[config.mk]
export PLATFORM = sky130hd
export DESIGN_NAME = sdram_axi_phy_flat
export DESIGN_NICKNAME = d
export VERILOG_FILES = /design/src/rtl/sdram_phy_pkg.sv /design/src/rtl/sdram_axi_phy_if.sv /design/src/rtl/sdram_phy_delay.sv /design/src/rtl/sdram_axi_phy.sv /design/src/flat_wrapper.sv
export SDC_FILE = /design/constraint.sdc
export NUM_CORES = 1
export LEC_CHECK = 0
export ABC_AREA = 1
export BUFFER_PORTS_ARGS = -buffer_cell sky130_fd_sc_hd__clkbuf_2
export CAP_MARGIN = 5
export CORE_MARGIN = 2
export CORE_UTILIZATION = 39
export CTS_CLUSTER_DIAMETER = 30
export DETAILED_ROUTE_END_ITERATION = 8
export PLACE_DENSITY = 0.77
export SYNTH_ARGS = -nofsm -noshare
export SYNTH_HDL_FRONTEND = slang
export SYNTH_SLANG_ARGS = --single-unit
[constraint.sdc]
create_clock -name clk_i -period 4 [get_ports clk_i]
set_clock_uncertainty 0.2 [all_clocks]
set_input_delay 0.6 -clock clk_i [delete_from_list [all_inputs] [get_ports clk_i]]
set_output_delay 0.6 -clock clk_i [all_outputs]
set_load 0.005 [all_outputs]
[src/rtl/sdram_phy_pkg.sv]
// ----------------------------------------------------------------------------
// sdram_phy_pkg
// Shared constants for the SDRAM pad-side PHY:
//   - 4-bit command encodings over {cs,ras,cas,we} (active-low bits)
//   - legal ranges for the PHY parameters
//   - read-in-flight tracker width
//   - helper that tells whether a burst length is one the tracker supports
// ----------------------------------------------------------------------------
package sdram_phy_pkg;

   localparam int RD_CNT_W = 4;

   localparam logic [3:0] CMD_NOP = 4'b0111;
   localparam logic [3:0] CMD_ACT = 4'b0011;
   localparam logic [3:0] CMD_RD  = 4'b0101;
   localparam logic [3:0] CMD_WR  = 4'b0100;
   localparam logic [3:0] CMD_PRE = 4'b0010;
   localparam logic [3:0] CMD_REF = 4'b0001;
   localparam logic [3:0] CMD_LMR = 4'b0000;

   localparam int CAPTURE_STAGES_MIN = 1;
   localparam int CAPTURE_STAGES_MAX = 3;
   localparam int CAS_LATENCY_MIN    = 2;
   localparam int CAS_LATENCY_MAX    = 3;

   function automatic bit burst_len_ok(input int bl);
      return (bl == 1) || (bl == 2) || (bl == 4) || (bl == 8);
   endfunction

endpackage

[src/rtl/sdram_axi_phy_if.sv]
// ----------------------------------------------------------------------------
// sdram_axi_phy_if
// Core-side bundle between the SDRAM controller core and the pad PHY.
//   cke, cs, ras, cas, we : command bits (cs..we active-low)
//   dqm[3:0]              : byte masks
//   addr[13:0], ba[1:0]   : address / bank
//   data_output[32:0]     : write data, only [31:0] reaches the pads
//   data_out_en           : core asks to drive DQ
//   data_input[31:0]      : captured read data back to the core
// Modports: master = controller core, slave = PHY.
// ----------------------------------------------------------------------------
interface sdram_axi_phy_if;
   logic        cke;
   logic        cs;
   logic        ras;
   logic        cas;
   logic        we;
   logic [3:0]  dqm;
   logic [13:0] addr;
   logic [1:0]  ba;
   logic [32:0] data_output;
   logic        data_out_en;
   logic [31:0] data_input;

   modport master (
      output cke, cs, ras, cas, we, dqm, addr, ba, data_output, data_out_en,
      input  data_input
   );

   modport slave (
      input  cke, cs, ras, cas, we, dqm, addr, ba, data_output, data_out_en,
      output data_input
   );
endinterface

[src/rtl/sdram_phy_delay.sv]
// ----------------------------------------------------------------------------
// sdram_phy_delay
// N-stage, W-bit register pipeline with asynchronous active-high reset.
// Ports:
//   clk_i, rst_i : clock / async reset (clears every stage)
//   d_i[W-1:0]   : input sample
//   q_o[W-1:0]   : input delayed by exactly N clocks
// ----------------------------------------------------------------------------
module sdram_phy_delay #(
   parameter int N = 1,
   parameter int W = 32
) (
   input  logic         clk_i,
   input  logic         rst_i,
   input  logic [W-1:0] d_i,
   output logic [W-1:0] q_o
);

   logic [N-1:0][W-1:0] r_pipe;

   always_ff @(posedge clk_i or posedge rst_i) begin
      if (rst_i) begin
         r_pipe <= '0;
      end else begin
         r_pipe[0] <= d_i;
         for (int i = 1; i < N; i++) begin
            r_pipe[i] <= r_pipe[i-1];
         end
      end
   end

   assign q_o = r_pipe[N-1];

endmodule

[src/rtl/sdram_axi_phy.sv]
// ----------------------------------------------------------------------------
// sdram_axi_phy
// Pad-side stage downstream of the SDRAM controller core.
//   - Registers command/address/DQM/DQ to the pads (1-cycle latency).
//   - Owns the DQ output enable; a drive request is suppressed while read
//     data may still be returning, and a sticky conflict flag is raised.
//   - Returns pad read data to the core through CAPTURE_STAGES flops.
// Ports:
//   clk_i, rst_i       : clock, asynchronous active-high reset
//   core (slave)       : core-side command/data bundle (sdram_axi_phy_if)
//   sdram_*_o          : registered pad outputs, sdram_dq_oe_o = DQ enable
//   sdram_dq_i         : pad read data
//   bus_conflict_o     : sticky, set when a drive is blocked by reads in flight
//   stat_*_o           : command counters, present only when the
//                        SDRAM_PHY_STATS_EN macro is defined
// ----------------------------------------------------------------------------
module sdram_axi_phy
   import sdram_phy_pkg::*;
#(
   parameter int CAPTURE_STAGES = 1,
   parameter int CAS_LATENCY    = 2,
   parameter int BURST_LEN      = 1
) (
   input  logic                   clk_i,
   input  logic                   rst_i,
   sdram_axi_phy_if.slave         core,
   output logic                   sdram_cke_o,
   output logic                   sdram_cs_o,
   output logic                   sdram_ras_o,
   output logic                   sdram_cas_o,
   output logic                   sdram_we_o,
   output logic [3:0]             sdram_dqm_o,
   output logic [13:0]            sdram_addr_o,
   output logic [1:0]             sdram_ba_o,
   output logic [31:0]            sdram_dq_o,
   output logic                   sdram_dq_oe_o,
   input  logic [31:0]            sdram_dq_i,
`ifdef SDRAM_PHY_STATS_EN
   output logic [31:0]            stat_act_o,
   output logic [31:0]            stat_rd_o,
   output logic [31:0]            stat_wr_o,
   output logic [31:0]            stat_ref_o,
`endif
   output logic                   bus_conflict_o
);

   // Out-of-range parameters are pulled back into the supported range so
   // the tracker and capture path always elaborate to something sane.
   localparam int CS_EFF = (CAPTURE_STAGES < CAPTURE_STAGES_MIN) ? CAPTURE_STAGES_MIN :
                           (CAPTURE_STAGES > CAPTURE_STAGES_MAX) ? CAPTURE_STAGES_MAX :
                           CAPTURE_STAGES;
   localparam int CL_EFF = (CAS_LATENCY < CAS_LATENCY_MIN) ? CAS_LATENCY_MIN :
                           (CAS_LATENCY > CAS_LATENCY_MAX) ? CAS_LATENCY_MAX :
                           CAS_LATENCY;
   localparam int BL_EFF = burst_len_ok(BURST_LEN) ? BURST_LEN : 1;

   localparam logic [RD_CNT_W-1:0] RD_LOAD = RD_CNT_W'(CL_EFF + BL_EFF);
   localparam logic [RD_CNT_W-1:0] RD_ONE  = RD_CNT_W'(1);

   logic [3:0]          w_cmd;
   logic                w_is_rd;
   logic                w_block;
   logic [RD_CNT_W-1:0] r_rd_cnt;
   logic                r_conflict;
   logic                w_unused;

   assign w_cmd    = {core.cs, core.ras, core.cas, core.we};
   assign w_is_rd  = (w_cmd == CMD_RD);
   // Uses the pre-load count, so an RD and a drive request in the same
   // cycle are judged against reads already in flight, not the new one.
   assign w_block  = (r_rd_cnt != '0);
   assign w_unused = core.data_output[32];

   // Pad output flops
   always_ff @(posedge clk_i or posedge rst_i) begin
      if (rst_i) begin
         sdram_cke_o   <= 1'b0;
         sdram_cs_o    <= 1'b1;
         sdram_ras_o   <= 1'b1;
         sdram_cas_o   <= 1'b1;
         sdram_we_o    <= 1'b1;
         sdram_dqm_o   <= 4'hF;
         sdram_addr_o  <= '0;
         sdram_ba_o    <= '0;
         sdram_dq_o    <= '0;
         sdram_dq_oe_o <= 1'b0;
      end else begin
         sdram_cke_o   <= core.cke;
         sdram_cs_o    <= core.cs;
         sdram_ras_o   <= core.ras;
         sdram_cas_o   <= core.cas;
         sdram_we_o    <= core.we;
         sdram_dqm_o   <= core.dqm;
         sdram_addr_o  <= core.addr;
         sdram_ba_o    <= core.ba;
         sdram_dq_o    <= core.data_output[31:0];
         sdram_dq_oe_o <= core.data_out_en & ~w_block;
      end
   end

   // Read-in-flight tracker: a new RD restarts the window rather than
   // extending it, since the latest burst is always the last to return.
   always_ff @(posedge clk_i or posedge rst_i) begin
      if (rst_i) begin
         r_rd_cnt <= '0;
      end else if (w_is_rd) begin
         r_rd_cnt <= RD_LOAD;
      end else if (w_block) begin
         r_rd_cnt <= r_rd_cnt - RD_ONE;
      end
   end

   always_ff @(posedge clk_i or posedge rst_i) begin
      if (rst_i) begin
         r_conflict <= 1'b0;
      end else if (core.data_out_en && w_block) begin
         r_conflict <= 1'b1;
      end
   end

   assign bus_conflict_o = r_conflict;

   // Read capture path
   sdram_phy_delay #(
      .N (CS_EFF),
      .W (32)
   ) u_capture (
      .clk_i (clk_i),
      .rst_i (rst_i),
      .d_i   (sdram_dq_i),
      .q_o   (core.data_input)
   );

`ifdef SDRAM_PHY_STATS_EN
   logic [31:0] r_stat_act;
   logic [31:0] r_stat_rd;
   logic [31:0] r_stat_wr;
   logic [31:0] r_stat_ref;

   always_ff @(posedge clk_i or posedge rst_i) begin
      if (rst_i) begin
         r_stat_act <= '0;
         r_stat_rd  <= '0;
         r_stat_wr  <= '0;
         r_stat_ref <= '0;
      end else begin
         case (w_cmd)
            CMD_ACT: r_stat_act <= r_stat_act + 32'd1;
            CMD_RD:  r_stat_rd  <= r_stat_rd  + 32'd1;
            CMD_WR:  r_stat_wr  <= r_stat_wr  + 32'd1;
            CMD_REF: r_stat_ref <= r_stat_ref + 32'd1;
            default: ;
         endcase
      end
   end

   assign stat_act_o = r_stat_act;
   assign stat_rd_o  = r_stat_rd;
   assign stat_wr_o  = r_stat_wr;
   assign stat_ref_o = r_stat_ref;
`endif

endmodule

[src/flat_wrapper.sv]
// flat-port wrapper written by rule: the top's interface ports become plain ports
module sdram_axi_phy_flat import sdram_phy_pkg::*;
#(
   parameter int CAPTURE_STAGES = 1,
   parameter int CAS_LATENCY    = 2,
   parameter int BURST_LEN      = 1
)
  (clk_i, rst_i, sdram_cke_o, sdram_cs_o, sdram_ras_o, sdram_cas_o, sdram_we_o, sdram_dqm_o, sdram_addr_o, sdram_ba_o, sdram_dq_o, sdram_dq_oe_o, sdram_dq_i, bus_conflict_o, core_cke, core_cs, core_ras, core_cas, core_we, core_dqm, core_addr, core_ba, core_data_output, core_data_out_en, core_data_input);
  sdram_axi_phy_if core_i ();
  input  logic clk_i;
  input  logic rst_i;
  output logic sdram_cke_o;
  output logic sdram_cs_o;
  output logic sdram_ras_o;
  output logic sdram_cas_o;
  output logic sdram_we_o;
  output logic [3:0] sdram_dqm_o;
  output logic [13:0] sdram_addr_o;
  output logic [1:0] sdram_ba_o;
  output logic [31:0] sdram_dq_o;
  output logic sdram_dq_oe_o;
  input  logic [31:0] sdram_dq_i;
  output logic bus_conflict_o;
  input wire logic [$bits(core_i.cke)-1:0] core_cke;
  input wire logic [$bits(core_i.cs)-1:0] core_cs;
  input wire logic [$bits(core_i.ras)-1:0] core_ras;
  input wire logic [$bits(core_i.cas)-1:0] core_cas;
  input wire logic [$bits(core_i.we)-1:0] core_we;
  input wire logic [$bits(core_i.dqm)-1:0] core_dqm;
  input wire logic [$bits(core_i.addr)-1:0] core_addr;
  input wire logic [$bits(core_i.ba)-1:0] core_ba;
  input wire logic [$bits(core_i.data_output)-1:0] core_data_output;
  input wire logic [$bits(core_i.data_out_en)-1:0] core_data_out_en;
  output wire logic [$bits(core_i.data_input)-1:0] core_data_input;
  assign core_i.cke = core_cke;
  assign core_i.cs = core_cs;
  assign core_i.ras = core_ras;
  assign core_i.cas = core_cas;
  assign core_i.we = core_we;
  assign core_i.dqm = core_dqm;
  assign core_i.addr = core_addr;
  assign core_i.ba = core_ba;
  assign core_i.data_output = core_data_output;
  assign core_i.data_out_en = core_data_out_en;
  assign core_data_input = core_i.data_input;
  sdram_axi_phy #(.CAPTURE_STAGES(CAPTURE_STAGES), .CAS_LATENCY(CAS_LATENCY), .BURST_LEN(BURST_LEN)) u_core (.clk_i(clk_i), .rst_i(rst_i), .core(core_i), .sdram_cke_o(sdram_cke_o), .sdram_cs_o(sdram_cs_o), .sdram_ras_o(sdram_ras_o), .sdram_cas_o(sdram_cas_o), .sdram_we_o(sdram_we_o), .sdram_dqm_o(sdram_dqm_o), .sdram_addr_o(sdram_addr_o), .sdram_ba_o(sdram_ba_o), .sdram_dq_o(sdram_dq_o), .sdram_dq_oe_o(sdram_dq_oe_o), .sdram_dq_i(sdram_dq_i), .bus_conflict_o(bus_conflict_o));
endmodule
==> impl_results.html, run 1 <==
<table>
<tr><th>Metric</th><th>Value</th></tr>
<tr><th colspan="2">STA</th></tr>
<tr><td>Final Worst Setup Slack</td><td>2.23 ns</td></tr>
<tr><td>Setup repair after global routing missed its margin</td><td>no</td></tr>
<tr><td>Relative slew margins</td><td>26.8%</td></tr>
<tr><td>Number of hold violations in the final report</td><td>0</td></tr>
<tr><td>Shortest clock period the worst path allows after layout</td><td>1.77 ns</td></tr>
<tr><td>Setup violation total in the final timing report</td><td>0</td></tr>
<tr><td>Worst hold-check slack</td><td>0.126 ns</td></tr>
<tr><td>Final-layout setup total negative slack</td><td>0 ns</td></tr>
<tr><td>Max Transition Viols Final</td><td>0</td></tr>
<tr><td>Maximum frequency from static timing analysis</td><td>563 MHz</td></tr>
<tr><td>Period Utilization, post-route</td><td>44.4%</td></tr>
<tr><td>Actual slew at the worst max-slew pin</td><td>1.10 ns</td></tr>
<tr><th colspan="2">Critical path</th></tr>
<tr><td>Capture point of the worst path</td><td>sdram_cs_o</td></tr>
<tr><td>Worst path arrival time</td><td>0.97 ns</td></tr>
<tr><td>Worst R2R Start</td><td>u_core.r_rd_cnt[0]$_DFFE_PP0P_</td></tr>
<tr><td>Minimum setup slack among reg-to-reg paths</td><td>2.59 ns</td></tr>
<tr><td>Highest-delay cell along the critical path</td><td>dfstp_2</td></tr>
<tr><td>Critical path peak fanout</td><td>1</td></tr>
<tr><td>WP depth</td><td>1</td></tr>
<tr><td>Family of cells with the greatest summed delay on the critical path</td><td>flip-flops</td></tr>
<tr><td>CP Class</td><td>reg2out</td></tr>
<tr><td>List of cells traversed by the critical path</td><td>clkbuf_2</td></tr>
<tr><td>Worst EP required</td><td>3.20 ns</td></tr>
<tr><td>Capturing point of the worst reg2reg path</td><td>u_core.r_rd_cnt[0]$_DFFE_PP0P_</td></tr>
<tr><td>Max stage delay on crit path</td><td>0.53 ns</td></tr>
<tr><td>Startpoint class of the critical path</td><td>flip-flop</td></tr>
<tr><td>First element of the critical path</td><td>u_core.sdram_cs_o$_DFF_PP1_</td></tr>
<tr><td>Combined buffer and inverter count along the critical path</td><td>1</td></tr>
<tr><td>Cell depth of the worst flop-to-flop path</td><td>7</td></tr>
<tr><td>Sort of element at the end of the critical path</td><td>output port</td></tr>
<tr><th colspan="2">Power and ir drop</th></tr>
<tr><td>Total internal power</td><td>0.00145 W</td></tr>
<tr><td>Switch share</td><td>23.5%</td></tr>
<tr><td>VDD IR-drop max</td><td>0.000243 V</td></tr>
<tr><td>Share of total power in sequential cells</td><td>55.9%</td></tr>
<tr><td>Static leakage</td><td>2.07 nW</td></tr>
<tr><td>Fraction of power consumed by combinational cells</td><td>11.0%</td></tr>
<tr><td>Clock network fraction of design power</td><td>33.2%</td></tr>
<tr><td>Sw Pwr</td><td>0.000446 W</td></tr>
<tr><td>Cell area power density</td><td>506 mW/mm^2</td></tr>
<tr><th colspan="2">Finish</th></tr>
<tr><td>Filler-free cell count of the finished design</td><td>403</td></tr>
<tr><td>Diode count</td><td>0</td></tr>
<tr><td>Final #Nets</td><td>415</td></tr>
<tr><td>FF+latch area</td><td>0.00239 mm^2</td></tr>
<tr><td>Area of combinational cells with multiple inputs</td><td>120 um^2</td></tr>
<tr><td>Post-synthesis to final-layout area growth</td><td>48.0%</td></tr>
<tr><td>Number of fill cells</td><td>540</td></tr>
<tr><td>Fraction of layout cells with a size suffix above 1</td><td>64.1%</td></tr>
<tr><td>Final Core Density</td><td>59.4%</td></tr>
<tr><th colspan="2">Yosys</th></tr>
<tr><td>Seq/Total Area, Yosys</td><td>94.2%</td></tr>
<tr><td>Biggest area contributors in the synthesized netlist</td><td>dfrtp_1 86%, dfstp_2 8.3%, nand2_1 2.1%, inv_1 0.89%, nand3_1 0.59%</td></tr>
<tr><td>Synth Register Bits</td><td>95</td></tr>
<tr><td>Most used standard cell by instance count after synthesis</td><td>dfrtp_1</td></tr>
<tr><td>Count of yosys warnings during synthesis</td><td>0</td></tr>
<tr><td>Area share of the largest cell type after synthesis</td><td>85.9%</td></tr>
<tr><td>Distinct cell type count after synthesis</td><td>12</td></tr>
<tr><td>Async set-reset flop share out of synthesis</td><td>100%</td></tr>
<tr><td>Average footprint of a synthesized cell</td><td>19.8 um^2</td></tr>
<tr><td>Top FF cell, synth</td><td>dfrtp_1</td></tr>
<tr><td>Library cell occupying the most area in the post-synthesis netlist</td><td>dfrtp_1</td></tr>
<tr><td>Synthesized netlist net count</td><td>222</td></tr>
<tr><td>Area of the mapped netlist</td><td>0.00253 mm^2</td></tr>
<tr><td>EDFF count, synth</td><td>0</td></tr>
<tr><td>Ranking of synthesized cells by instance count</td><td>87 x dfrtp_1, 14 x nand2_1, 8 x dfstp_2, 6 x inv_1, 4 x nor2_1</td></tr>
<tr><td>Synthesized netlist cell count</td><td>128</td></tr>
<tr><th colspan="2">Routing</th></tr>
<tr><td>Detailed Route WL</td><td>5480 um</td></tr>
<tr><td>Average via count per standard cell</td><td>4.18</td></tr>
<tr><td>Number of nets still failing antenna checks after routing</td><td>0</td></tr>
<tr><td>Iteration-0 DRC count of the detailed router</td><td>32</td></tr>
<tr><td>First drt pass iteration count</td><td>3</td></tr>
<tr><td>Post-route DRC</td><td>0</td></tr>
<tr><td>Via count</td><td>1,684</td></tr>
<tr><td>Wirelength per Cell</td><td>13.6 um</td></tr>
<tr><th colspan="2">Global routing</th></tr>
<tr><td>Maximum number of pins on one net before global-route repair</td><td>96</td></tr>
<tr><td>Global-route total usage across every layer</td><td>15.5%</td></tr>
<tr><td>Antenna violations before repair</td><td>0</td></tr>
<tr><td>Global-route wire length before repair</td><td>8360 um</td></tr>
<tr><td>Remaining global-route overflow</td><td>0</td></tr>
<tr><td>Number of global-route vias before repair</td><td>1,787</td></tr>
<tr><th colspan="2">Clock network</th></tr>
<tr><td>Number of hold buffers added after cts</td><td>0</td></tr>
<tr><td>Postcts setup bufs</td><td>0</td></tr>
<tr><td>Clock Tree Buf Depth</td><td>2</td></tr>
<tr><td>CTS-repair resized insts</td><td>0</td></tr>
<tr><td>Clk Latency, worst-skew pair</td><td>0.34 ns</td></tr>
<tr><td>CTS sink cnt</td><td>95</td></tr>
<tr><td>H-tree lvl count</td><td>3</td></tr>
<tr><td>TritonCTS clock tree</td><td>yes</td></tr>
<tr><td>Number of buffers added by the clock tree synthesis step</td><td>9</td></tr>
<tr><td>CTS Root Buffer Type</td><td>clkbuf_8</td></tr>
<tr><td>Clock input transition at the sequential cells of the worst setup and hold paths</td><td>0.09 ns</td></tr>
<tr><th colspan="2">Floorplan</th></tr>
<tr><td>Top Ports</td><td>184</td></tr>
<tr><td>Chip Height</td><td>84.6 um</td></tr>
<tr><td>Area of the core</td><td>0.00631 mm^2</td></tr>
<tr><td>Placement Rows</td><td>29</td></tr>
<tr><td>Initial core utilization</td><td>40.1%</td></tr>
<tr><td>Die width</td><td>84.6 um</td></tr>
<tr><td>Total die area</td><td>0.00716 mm^2</td></tr>
<tr><th colspan="2">Min path</th></tr>
<tr><td>Worst hold path type</td><td>in2reg</td></tr>
<tr><th colspan="2">Outcome</th></tr>
<tr><td>Outcome</td><td>finished clean</td></tr>
<tr><th colspan="2">Placement</th></tr>
<tr><td>Number of placed cells counting well taps</td><td>387</td></tr>
<tr><td>Count of buffers inserted at the top-level ports</td><td>182</td></tr>
<tr><td>Routability congestion estimate</td><td>0.714</td></tr>
<tr><td>Detailed-placement wirelength estimate</td><td>4230 um</td></tr>
<tr><td>Setup slack at placement</td><td>2.13 ns</td></tr>
<tr><th colspan="2">Run</th></tr>
<tr><td>Max-cap violations</td><td>0</td></tr>
</table>
==> cell usage in the layout (no fill, tap or decap), drive strengths merged <==
cell type / n
ha: 1
clkbuf: 193
bufinv: 1
o21bai: 1
clkinvlp: 1
inv: 7
a21oi: 1
nand3: 3
nand2: 14
clkinv: 3
nor2: 5
dfstp: 8
dfrtp: 87
or2: 1
==> cells by family after synthesis <==
logic type | count (synthesis) | share of synthesized area (%)
simple gates | 23 | 3.75
flops | 95 | 94.2
buf+inv | 7 | 1.04
compound gates | 2 | 0.494
fa+ha+maj | 1 | 0.494
==> state kept, by name (all words and copies together) (netlist names) <==
name / cells
u_core.sdram_dq_oe_o: 1
u_core.bus_conflict_o: 1
u_core.sdram_we_o: 1
u_core.sdram_cs_o: 1
u_core.sdram_cas_o: 1
u_core.sdram_ba_o: 2
u_core.sdram_ras_o: 1
u_core.u_capture.q_o: 32
u_core.sdram_dq_o: 32
u_core.r_rd_cnt: 4
u_core.sdram_cke_o: 1
u_core.sdram_dqm_o: 4
u_core.sdram_addr_o: 14
==> worst min path at each step <==
stage / slack, ns / startpoint / cells after the start / endpoint
floorplan: 0.25 / u_core.r_rd_cnt[0]$_DFFE_PP0P_ / 2 / u_core.r_rd_cnt[0]$_DFFE_PP0P_
global placement: 0.26 / u_core.r_rd_cnt[0]$_DFFE_PP0P_ / 2 / u_core.r_rd_cnt[0]$_DFFE_PP0P_
detailed placement: 0.27 / u_core.bus_conflict_o$_DFFE_PP0P_ / 1 / u_core.bus_conflict_o$_DFFE_PP0P_
CTS: 0.10 / core_dqm[0] / 1 / u_core.sdram_dqm_o[0]$_DFF_PP1_
global route: 0.1 / core_dqm[0] / 1 / u_core.sdram_dqm_o[0]$_DFF_PP1_
finish: 0.13 / core_dqm[0] / 1 / u_core.sdram_dqm_o[0]$_DFF_PP1_
==> per-layer routing <==
| metal | part of all wire [%] | GRT usage, % | up-vias |
|---|---|---|---|
| li1 | - | - | 774 |
| met1 | 37 | 17.2 | 788 |
| met2 | 51 | 26.6 | 112 |
| met3 | 11 | 6.19 | 10 |
| met4 | 1.5 | 6.49 | 0 |
| met5 | 0 | 0 | - |
==> power groups by stage <==
stage               Combinational, W  Sequential [W]  Clock (W)
finish                      0.000208         0.00106   0.000629
global route                0.000239         0.00107   0.000688
CTS                         0.000214         0.00106   0.000651
detailed placement          0.000215         0.00108          0
global placement            0.000205         0.00108          0
floorplan                  0.0000922         0.00108          0
==> area by class of cell <==
class / instances / share of cell area, %
flip-flops and latches: 95 / 63.6
repair buffers: 182 / 24.3
clock buffers: 11 / 4.04
multi-input cells: 26 / 3.20
well taps: 77 / 2.57
clock inverters: 5 / 1.50
inverters: 7 / 0.767
==> through the flow <==
stage | instance area [um^2] | power (W)
6_report | 3750 | 0.00190
3_5_place_dp | 3540 | 0.00129
4_1_cts | 3750 | 0.00193
3_3_place_gp | 3540 | 0.00128
2_1_floorplan | 2530 | 0.00117
5_1_grt | 3750 | 0.00199
Note: power is estimated with default switching activity, not from simulation.
==> run 2: changes to the inputs <==
clock period = 1.85 ns   (was 4 ns; I/O delays follow)
==> run 2 against run 1 <==
Net effect:
- routed wire length up 35%
- clock power is 130% higher
- largest power group unchanged
- largest cell class unchanged
- first-iteration DRC count is 81% higher
==> impl_results.html, run 2 (synthesis gave the netlist of run 1 again) <==
<table>
<tr><th>Metric</th><th>Value</th></tr>
<tr><th colspan="2">Finish</th></tr>
<tr><td>Leading cell types in the layout, fill and taps excluded</td><td>182 x clkbuf_2, 91 x dlygate4sd3_1, 87 x dfrtp_1, 14 x nand2_1, 10 x clkbuf_8</td></tr>
<tr><td>Fraction of layout cells with a size suffix above 1</td><td>50.1% (-14 points)</td></tr>
<tr><td>Post-synthesis to final-layout area growth</td><td>85.7%</td></tr>
<tr><td>Final #Nets</td><td>508 (+22%)</td></tr>
<tr><td>Post-Layout Inst Area</td><td>0.00471 mm^2 (+25%)</td></tr>
<tr><td>Most frequent standard cell in the layout excluding fill and tap cells</td><td>clkbuf_2</td></tr>
<tr><td>Diode count</td><td>0 (unchanged)</td></tr>
<tr><th colspan="2">Critical path</th></tr>
<tr><td>Startpoint class of the critical path</td><td>flip-flop</td></tr>
<tr><td>Minimum setup slack among reg-to-reg paths</td><td>0.42 ns (-2.17 ns)</td></tr>
<tr><td>Max stage delay on crit path</td><td>0.53 ns (about the same)</td></tr>
<tr><td>List of cells traversed by the critical path</td><td>clkbuf_2</td></tr>
<tr><td>Combined buffer and inverter count along the critical path</td><td>1 (unchanged)</td></tr>
<tr><td>Worst EP required</td><td>1.37 ns (-1.83 ns)</td></tr>
<tr><td>Worst R2R Start</td><td>u_core.r_rd_cnt[0]$_DFFE_PP0P_</td></tr>
<tr><td>Critical path peak fanout</td><td>1 (unchanged)</td></tr>
<tr><td>Family of cells with the greatest summed delay on the critical path</td><td>flip-flops</td></tr>
<tr><td>Capturing point of the worst reg2reg path</td><td>u_core.r_rd_cnt[1]$_DFFE_PP0P_</td></tr>
<tr><td>CP Class</td><td>reg2out</td></tr>
<tr><td>Cell depth of the worst flop-to-flop path</td><td>7 (unchanged)</td></tr>
<tr><td>Highest-delay cell along the critical path</td><td>dfstp_2</td></tr>
<tr><td>Worst path arrival time</td><td>0.98 ns (about the same)</td></tr>
<tr><td>Sort of element at the end of the critical path</td><td>output port</td></tr>
<tr><th colspan="2">Floorplan</th></tr>
<tr><td>Die width</td><td>84.6 um (unchanged)</td></tr>
<tr><td>Total die area</td><td>0.00716 mm^2 (unchanged)</td></tr>
<tr><td>Initial core utilization</td><td>40.1% (unchanged)</td></tr>
<tr><td>Top Ports</td><td>184 (unchanged)</td></tr>
<tr><td>Placement Rows</td><td>29 (unchanged)</td></tr>
<tr><td>Chip Height</td><td>84.6 um (unchanged)</td></tr>
<tr><td>Area of the core</td><td>0.00631 mm^2 (unchanged)</td></tr>
<tr><th colspan="2">Routing</th></tr>
<tr><td>Via count</td><td>2,088 (+24%)</td></tr>
<tr><td>Average via count per standard cell</td><td>4.21 (+0.74%)</td></tr>
<tr><td>Iteration-0 DRC count of the detailed router</td><td>58 (+81%)</td></tr>
<tr><td>Number of nets still failing antenna checks after routing</td><td>0 (unchanged)</td></tr>
<tr><td>Post-route DRC</td><td>0 (unchanged)</td></tr>
<tr><td>Wirelength per Cell</td><td>14.9 um (+9.3%)</td></tr>
<tr><td>First drt pass iteration count</td><td>4 (+1)</td></tr>
<tr><td>Detailed Route WL</td><td>7380 um (+35%)</td></tr>
<tr><th colspan="2">Clock network</th></tr>
<tr><td>CTS Root Buffer Type</td><td>clkbuf_8</td></tr>
<tr><td>Clk Latency, worst-skew pair</td><td>0.34 ns (about the same)</td></tr>
<tr><td>Postcts setup bufs</td><td>0 (unchanged)</td></tr>
<tr><td>CTS-repair resized insts</td><td>0 (unchanged)</td></tr>
<tr><td>TritonCTS clock tree</td><td>yes</td></tr>
<tr><td>Clock input transition at the sequential cells of the worst setup and hold paths</td><td>0.09 ns (about the same)</td></tr>
<tr><td>Clock Tree Buf Depth</td><td>2 (unchanged)</td></tr>
<tr><td>H-tree lvl count</td><td>3 (unchanged)</td></tr>
<tr><td>Number of hold buffers added after cts</td><td>91 (+91)</td></tr>
<tr><td>Number of buffers added by the clock tree synthesis step</td><td>9 (unchanged)</td></tr>
<tr><td>CTS sink cnt</td><td>95 (unchanged)</td></tr>
<tr><th colspan="2">Min path</th></tr>
<tr><td>Hold path start</td><td>u_core.bus_conflict_o$_DFFE_PP0P_</td></tr>
<tr><td>WHS Path Cells</td><td>1 (unchanged)</td></tr>
<tr><td>Worst Hold End</td><td>u_core.bus_conflict_o$_DFFE_PP0P_</td></tr>
<tr><td>Worst hold path type</td><td>reg2reg</td></tr>
<tr><th colspan="2">Power and ir drop</th></tr>
<tr><td>Static leakage</td><td>2.46 nW (+19%)</td></tr>
<tr><td>VDD IR-drop max</td><td>0.000710 V (+190%)</td></tr>
<tr><td>Cell area power density</td><td>934 mW/mm^2 (+85%)</td></tr>
<tr><th colspan="2">Global routing</th></tr>
<tr><td>Maximum number of pins on one net before global-route repair</td><td>52 (-46%)</td></tr>
<tr><td>Global-route total usage across every layer</td><td>21.7% (+6.2 points)</td></tr>
<tr><td>Antenna violations before repair</td><td>0 (unchanged)</td></tr>
<tr><td>Number of global-route vias before repair</td><td>2,320 (+30%)</td></tr>
<tr><td>Global-route wire length before repair</td><td>11,500 um (+38%)</td></tr>
<tr><td>Remaining global-route overflow</td><td>0 (unchanged)</td></tr>
<tr><th colspan="2">STA</th></tr>
<tr><td>Max Transition Viols Final</td><td>0 (unchanged)</td></tr>
<tr><td>Number of hold violations in the final report</td><td>0 (unchanged)</td></tr>
<tr><td>Final-layout setup total negative slack</td><td>0 ns (unchanged)</td></tr>
<tr><td>Period Utilization, post-route</td><td>78.6%</td></tr>
<tr><td>Setup repair after global routing missed its margin</td><td>no</td></tr>
<tr><td>Maximum frequency from static timing analysis</td><td>688 MHz</td></tr>
<tr><td>Actual slew at the worst max-slew pin</td><td>0.531 ns (-0.567 ns)</td></tr>
<tr><td>Shortest clock period the worst path allows after layout</td><td>1.45 ns</td></tr>
<tr><td>Setup violation total in the final timing report</td><td>0 (unchanged)</td></tr>
<tr><td>Relative slew margins</td><td>64.6% (+38 points)</td></tr>
<tr><th colspan="2">Placement</th></tr>
<tr><td>Count of buffers inserted at the top-level ports</td><td>182 (unchanged)</td></tr>
<tr><td>Post-place instance area</td><td>0.00357 mm^2 (+0.81%)</td></tr>
<tr><td>Detailed-placement wirelength estimate</td><td>4290 um (+1.4%)</td></tr>
<tr><td>Routability congestion estimate</td><td>0.807 (+13%)</td></tr>
<tr><th colspan="2">Run</th></tr>
<tr><td>Max-cap violations</td><td>0 (unchanged)</td></tr>
<tr><th colspan="2">Outcome</th></tr>
<tr><td>Outcome</td><td>finished clean</td></tr>
</table>
==> run 2: worst max path at each step <==
stage	cells past startpoint	slack, ns	endpoint	startpoint
after floorplan	1	0.26	u_core.bus_conflict_o$_DFFE_PP0P_	rst_i
after global placement	7	0.50	u_core.r_rd_cnt[1]$_DFFE_PP0P_	u_core.r_rd_cnt[0]$_DFFE_PP0P_
after detailed placement	7	0.43	u_core.r_rd_cnt[1]$_DFFE_PP0P_	u_core.r_rd_cnt[0]$_DFFE_PP0P_
after CTS	1	0.37	sdram_ras_o	u_core.sdram_ras_o$_DFF_PP1_
after global routing	7	0.28	u_core.r_rd_cnt[0]$_DFFE_PP0P_	u_core.r_rd_cnt[0]$_DFFE_PP0P_
final	1	0.40	sdram_ras_o	u_core.sdram_ras_o$_DFF_PP1_
==> run 2: cell type report <==
| class | count | area, um^2 |
|---|---|---|
| clock inverter | 5 | 81.3 |
| inverter | 7 | 30.0 |
| sequential | 95 | 2390 |
| clock buffer | 11 | 141 |
| multi-input combinational | 26 | 120 |
| tap | 77 | 96.3 |
| fill | 411 | 1610 |
| timing repair buffer | 275 | 1850 |
==> run 2: power breakdown <==
| part | leakage (nW) | total (W) | switching (W) | internal, W |
|---|---|---|---|---|
| combinational | 1.25 | 0.000633 | 0.000290 | 0.000343 |
| sequential | 1.10 | 0.00229 | 0.0000638 | 0.00223 |
| clock | 0.110 | 0.00147 | 0.000668 | 0.000801 |
==> run 2: through the flow <==
step | total power, W | util [%] | setup slack [ns] | hold WS, ns | cells
6_report | 0.00440 | 74.5 | 0.397 | 0.288 | 496
5_1_grt | 0.00464 | 74.5 | 0.277 | 0.295 | 496
4_1_cts | 0.00444 | 74.5 | 0.372 | 0.288 | 496
3_5_place_dp | 0.00281 | 56.6 | 0.426 | 0.169 | 389
3_3_place_gp | 0.00277 | 56.6 | 0.502 | 0.157 | 389
2_1_floorplan | 0.00254 | - | 0.259 | 0.0820 | 128
==> run 2: layer usage <==
metal  track usage (%)  up-vias  part of all wire (%)  wire length, um
li1                  -      960                     -                -
met1              22.9     1000                    34             2470
met2              40.4      112                    57             4200
met3              6.49       16                   7.4              548
met4              8.23        0                   2.0              151
met5                 0        -                     0                0
